<file path="config.mk">
export PLATFORM = sky130hd
export DESIGN_NAME = instr_fe
export DESIGN_NICKNAME = d
export VERILOG_FILES = /design/src/rtl/instr_fe_pkg.sv /design/src/rtl/instr_fe.sv
export SDC_FILE = /design/constraint.sdc
export NUM_CORES = 1
export LEC_CHECK = 0
export ABC_CLOCK_PERIOD_IN_PS = 3790
export CORE_MARGIN = 2
export CORE_UTILIZATION = 30
export CTS_CLUSTER_DIAMETER = 100
export CTS_CLUSTER_SIZE = 30
export DETAILED_ROUTE_END_ITERATION = 10
export GPL_TIMING_DRIVEN = 0
export SYNTH_ARGS = -nofsm -noshare
export SYNTH_HDL_FRONTEND = slang
export SYNTH_SLANG_ARGS = --single-unit
</file>
<file path="constraint.sdc">
create_clock -name clk -period 3.79 [get_ports clk]
set_clock_uncertainty 0.1 [all_clocks]
set_input_delay 0.9475 -clock clk [delete_from_list [all_inputs] [get_ports clk]]
set_output_delay 0.9475 -clock clk [all_outputs]
set_load 0.05 [all_outputs]
</file>
<file path="src/rtl/instr_fe_pkg.sv">
// Shared definitions for the instruction fetch stage: encodings, NOP word,
// PC increment and the fetch-FSM state type.
package instr_fe_pkg;

  localparam logic [31:0] FE_NOP    = 32'h0000_0013;
  localparam logic [31:0] FE_PC_INC = 32'd4;

  typedef enum logic [1:0] {
    FE_REQ  = 2'd0,
    FE_WAIT = 2'd1,
    FE_HOLD = 2'd2
  } fe_state_t;

  // Redirect targets are word aligned; the low two bits are dropped.
  function automatic logic [31:0] fe_align(input logic [31:0] addr);
    fe_align = {addr[31:2], 2'b00};
  endfunction

endpackage

</file>
<file path="src/rtl/instr_fe.sv">
// Instruction fetch stage: single-outstanding strobe/ack fetch towards
// instruction memory, one-entry hold buffer for stalls, redirect with squash.
module instr_fe
  import instr_fe_pkg::*;
#(
  parameter logic [31:0] PC_RESET  = 32'h0000_0000,
  parameter logic [31:0] NOP_INSTR = FE_NOP
) (
  input  logic        clk,
  input  logic        rstn,
  output logic [31:0] o_iaddr,
  output logic        o_stb,
  input  logic        i_ack,
  input  logic [31:0] i_rdata,
  output logic [31:0] o_instr,
  output logic [31:0] o_pc,
  output logic        o_clk_en,
  input  logic        i_stall,
  input  logic        i_change_pc,
  input  logic [31:0] i_new_pc
);

  fe_state_t   state_r, state_s;
  logic [31:0] pc_r, pc_s;
  logic        discard_r, discard_s;
  logic [31:0] instr_r, instr_s;
  logic [31:0] pc_out_r, pc_out_s;
  logic        clk_en_r, clk_en_s;
  logic [31:0] buf_r, buf_s;
  logic        stb_s;

  // State register
  always_ff @(posedge clk) begin
    if (!rstn) begin
      state_r <= FE_REQ;
    end else begin
      state_r <= state_s;
    end
  end

  // Next-state logic; a redirect always returns to REQ unless a request is
  // still outstanding without its ack.
  always_comb begin
    state_s = state_r;
    case (state_r)
      FE_REQ: begin
        if (i_change_pc) state_s = FE_REQ;
        else             state_s = FE_WAIT;
      end
      FE_WAIT: begin
        if (!i_ack)                                 state_s = FE_WAIT;
        else if (i_change_pc || discard_r || !i_stall) state_s = FE_REQ;
        else                                        state_s = FE_HOLD;
      end
      FE_HOLD: begin
        if (i_change_pc || !i_stall) state_s = FE_REQ;
        else                         state_s = FE_HOLD;
      end
      default: state_s = FE_REQ;
    endcase
  end

  // Output logic: the strobe is withdrawn in the cycle a redirect arrives
  always_comb begin
    if ((state_r == FE_REQ) && !i_change_pc && rstn) stb_s = 1'b1;
    else                                             stb_s = 1'b0;
  end

  // Datapath next values: PC, squash flag, hold buffer and decode outputs
  always_comb begin
    pc_s      = pc_r;
    discard_s = discard_r;
    instr_s   = instr_r;
    pc_out_s  = pc_out_r;
    clk_en_s  = clk_en_r;
    buf_s     = buf_r;
    if (i_change_pc) begin
      pc_s     = fe_align(i_new_pc);
      clk_en_s = 1'b0;
      buf_s    = NOP_INSTR;
      if (state_r == FE_WAIT) discard_s = !i_ack;
      else                    discard_s = discard_r;
    end else begin
      if (i_stall) clk_en_s = clk_en_r;
      else         clk_en_s = 1'b0;
      case (state_r)
        FE_WAIT: begin
          if (!i_ack) begin
            discard_s = discard_r;
          end else if (discard_r) begin
            discard_s = 1'b0;
          end else if (!i_stall) begin
            instr_s  = i_rdata;
            pc_out_s = pc_r;
            clk_en_s = 1'b1;
            pc_s     = pc_r + FE_PC_INC;
          end else begin
            buf_s = i_rdata;
          end
        end
        FE_HOLD: begin
          if (!i_stall) begin
            instr_s  = buf_r;
            pc_out_s = pc_r;
            clk_en_s = 1'b1;
            pc_s     = pc_r + FE_PC_INC;
          end else begin
            buf_s = buf_r;
          end
        end
        FE_REQ:  buf_s = buf_r;
        default: buf_s = buf_r;
      endcase
    end
  end

  // Datapath registers
  always_ff @(posedge clk) begin
    if (!rstn) begin
      pc_r      <= PC_RESET;
      discard_r <= 1'b0;
      instr_r   <= NOP_INSTR;
      pc_out_r  <= 32'd0;
      clk_en_r  <= 1'b0;
      buf_r     <= NOP_INSTR;
    end else begin
      pc_r      <= pc_s;
      discard_r <= discard_s;
      instr_r   <= instr_s;
      pc_out_r  <= pc_out_s;
      clk_en_r  <= clk_en_s;
      buf_r     <= buf_s;
    end
  end

  assign o_iaddr  = pc_r;
  assign o_stb    = stb_s;
  assign o_instr  = instr_r;
  assign o_pc     = pc_out_r;
  assign o_clk_en = clk_en_r;

endmodule
</file>
==> run_results.csv <==
group,metric,value,unit
status,status,"completed",
timing,setup_viol,0,
synthesis,yosysWarningCount,0,
clock_tree,h-tree-depth,4,
floorplan,ios,167,
clock_tree,cts_tree,"yes",
grt,grt_util_all_layers,18.72,%
power,power_density,465.1,nW/um^2
worst_hold_path,hp-start,"o_pc[28]",
synthesis,synth_fa_ha_area_share,1.065,%
floorplan,die_w,143.9,um
worst_hold_path,min_delay_path_depth,2,
routing,routedWlPerCell,16.61,um
routing,vias,5795,
timing,rsz0062_at_grt,"false",
clock_tree,numCtsBuffers,17,
finish,final_common_cell,"clkdlybuf4s50_1",
synthesis,yosysSeqAreaShare,43.64,%
grt,grtUsageMet1,24.87,%
worst_hold_path,hold_path.class,"reg2reg",
grt,grt_pass1_vias,5452,
placement,numPortBuffers,159,
worst_setup_path,crit_arrival,2.62,ns
grt,grt_max_degree,20,
synthesis,synthXorXnorAreaFrac,1.193,%
synthesis,synthFlopType,"dfxtp_1",
grt,grtUsageMet2,29.80,%
grt,grt_pass1_wl,29.87,mm
clock_tree,clk_pin_slew,0.06,ns
synthesis,synth_cell_types,53,
timing,tightest_slew,0.9519,ns
power,vdd_drop_max,318.0,uV
worst_setup_path,cp_max_fo,19,
worst_setup_path,reg2reg_from,"state_r[0]",
synthesis,async_flop_share,0,%
floorplan,die-area,20710,um^2
routing,postRouteAntennaNets,0,
clock_tree,cts_max_path_buffers,2,
routing,drt-total-wl,19.26,mm
finish,drive_above_1_share,7.151,%
routing,drc_errors,0,
timing,fin_crit_sh,96.70,%
job,cap_viol_max_count,0,
worst_setup_path,crit_start,"i_change_pc",
finish,num-fill-cells,1936,
synthesis,synth_edf_count,0,
clock_tree,cts_root_buffer,"clkbuf_16",
finish,final_util,43.66,%
finish,diodes,0,
worst_setup_path,endpoint_kind,"output pin",
routing,via_per_inst,4.996,
synthesis,synthCells,703,
synthesis,syn_area,5872,um^2
floorplan,coreArea,19330,um^2
floorplan,initial_core_util,30.37,%
worst_setup_path,r2r_cells,7,
finish,mostFrequentLayoutCells,"clkdlybuf4s50_1, nand2_1, dfxtp_1",
clock_tree,cts_resized,2,
worst_setup_path,worstSetupStartpointType,"input pin",
clock_tree,clk_latency,0.42,ns
timing,max_freq,0.2729,GHz
synthesis,synth_compound_area_share,21.71,%
synthesis,synth_top_family_by_area,"simple AND/OR/NAND/NOR gates",
timing,finalWorstSetupSlack,0.1252,ns
worst_setup_path,critPathKind,"in2out",
power,cellLeakagePower,3.052,nW
routing,first_pass_iters,7,
clock_tree,post_cts_buffers,0,
floorplan,row_count,51,
clock_tree,cts_hold_buf,0,
placement,place_ws,-0.6457,ns
grt,antenna_found_initial,0,
grt,gr-total-overflow,0,
synthesis,synth-seq-cells,128,
grt,top_usage_layer,"met2",
synthesis,synthMuxAreaShare,5.114,%
timing,period_needed,3.665,ns
clock_tree,cts_num_sinks,128,
finish,syn_to_final_growth,43.77,%
grt,use_met3,4.932,%
placement,dpl.hpwl,13.73,mm
synthesis,postSynthAreaPerCell,8.353,um^2
timing,maxSlewViolCount,0,
placement,gp_congestion,0.8247,
floorplan,fp.dieH,143.9,um
worst_setup_path,worst-endpoint-required,2.74,ns
routing,drt_iter0_drc,406,
finish,final_nets,956,
synthesis,synthSimpleGateAreaFrac,21.73,%
timing,maxSlewHeadroom,36.42,%
timing,whs,0.3532,ns
timing,hold_viol_final,0,
==> layout make-up <==
class                           count  area [um^2]  area share, %
Multi-Input combinational cell    506         2999          35.53
Buffer                             62        285.3          3.379
Timing Repair Buffer              159         1590          18.84
Clock inverter                     14        203.9          2.416
Clock buffer                       18        439.2          5.202
Inverter                            8        30.03         0.3557
Sequential cell                   128         2562          30.35
Tap cell                          265        331.6          3.928
==> worst max-delay path, cell delays in order <==
cell	delay, ns
buf_2	0.17
inv_1	0.23
clkbuf_2	0.45
and3_1	0.27
dlygate4sd2_1	0.54
==> layer usage <==
layer	share of wire [%]	wire, um
met1	46	8769
met2	46	8879
met3	7.8	1503
met4	0.58	111
met5	0	0
==> logic make-up (layout without fill, tap and decap cells) <==
family / after synthesis / after routing
buffers and inverters: 72 / 261
multiplexers: 30 / 30
AND/OR/NAND/NOR: 264 / 264
XOR/XNOR: 8 / 8
AO/OA/AOI/OAI: 195 / 195
other: 1 / 4
adder cells (fa/ha/maj): 5 / 5
flip-flops: 128 / 128
==> Yosys cell counts, drive strengths merged, types with 8 or more instances <==
master | count | share of area (%)
nand2 | 137 | 8.8
dfxtp | 128 | 44
a21oi | 79 | 6.7
o21ai | 45 | 3.8
clkbuf | 42 | 2.7
mux2i | 30 | 5.1
nor3 | 30 | 2.6
a211oi | 26 | 3.4
nand3 | 24 | 2.1
buf | 22 | 2.3
o211a | 21 | 3.6
nor2 | 16 | 1.0
nand4 | 14 | 1.5
and4 | 10 | 1.5
inv | 8 | 0.51
xnor2 | 8 | 1.2
==> sequential cells by signal, summed over array words and instances (netlist names) <==
signal,count
buf_r,32
o_instr,32
o_iaddr,30
o_pc,30
state_r,2
discard_r,1
o_clk_en,1
==> power breakdown <==
part | internal, mW | switching, mW
logic | 0.245 | 0.407
registers | 1.41 | 0.0657
clock network | 1.13 | 0.669
total | 2.78 | 1.14
==> per-stage QoR <==
stage                     cells  setup TNS (ns)  total power, mW  area (um^2)
after floorplan             706               0            1.887         5883
after global placement     1130         -0.6834            2.157         7806
after detailed placement   1130         -0.6457            2.157         7806
after CTS                  1160               0            3.954         8442
after global routing       1160               0            4.064         8442
final                      1160               0            3.927         8442
==> worst paths after layout <==
kind                       to  slack, ns
setup reg to reg  o_instr[22]       1.09
setup / recovery        o_stb       0.13
hold / removal       o_pc[28]       0.35
hold reg to reg      o_pc[28]       0.35
(Power assumes the default switching activity.)
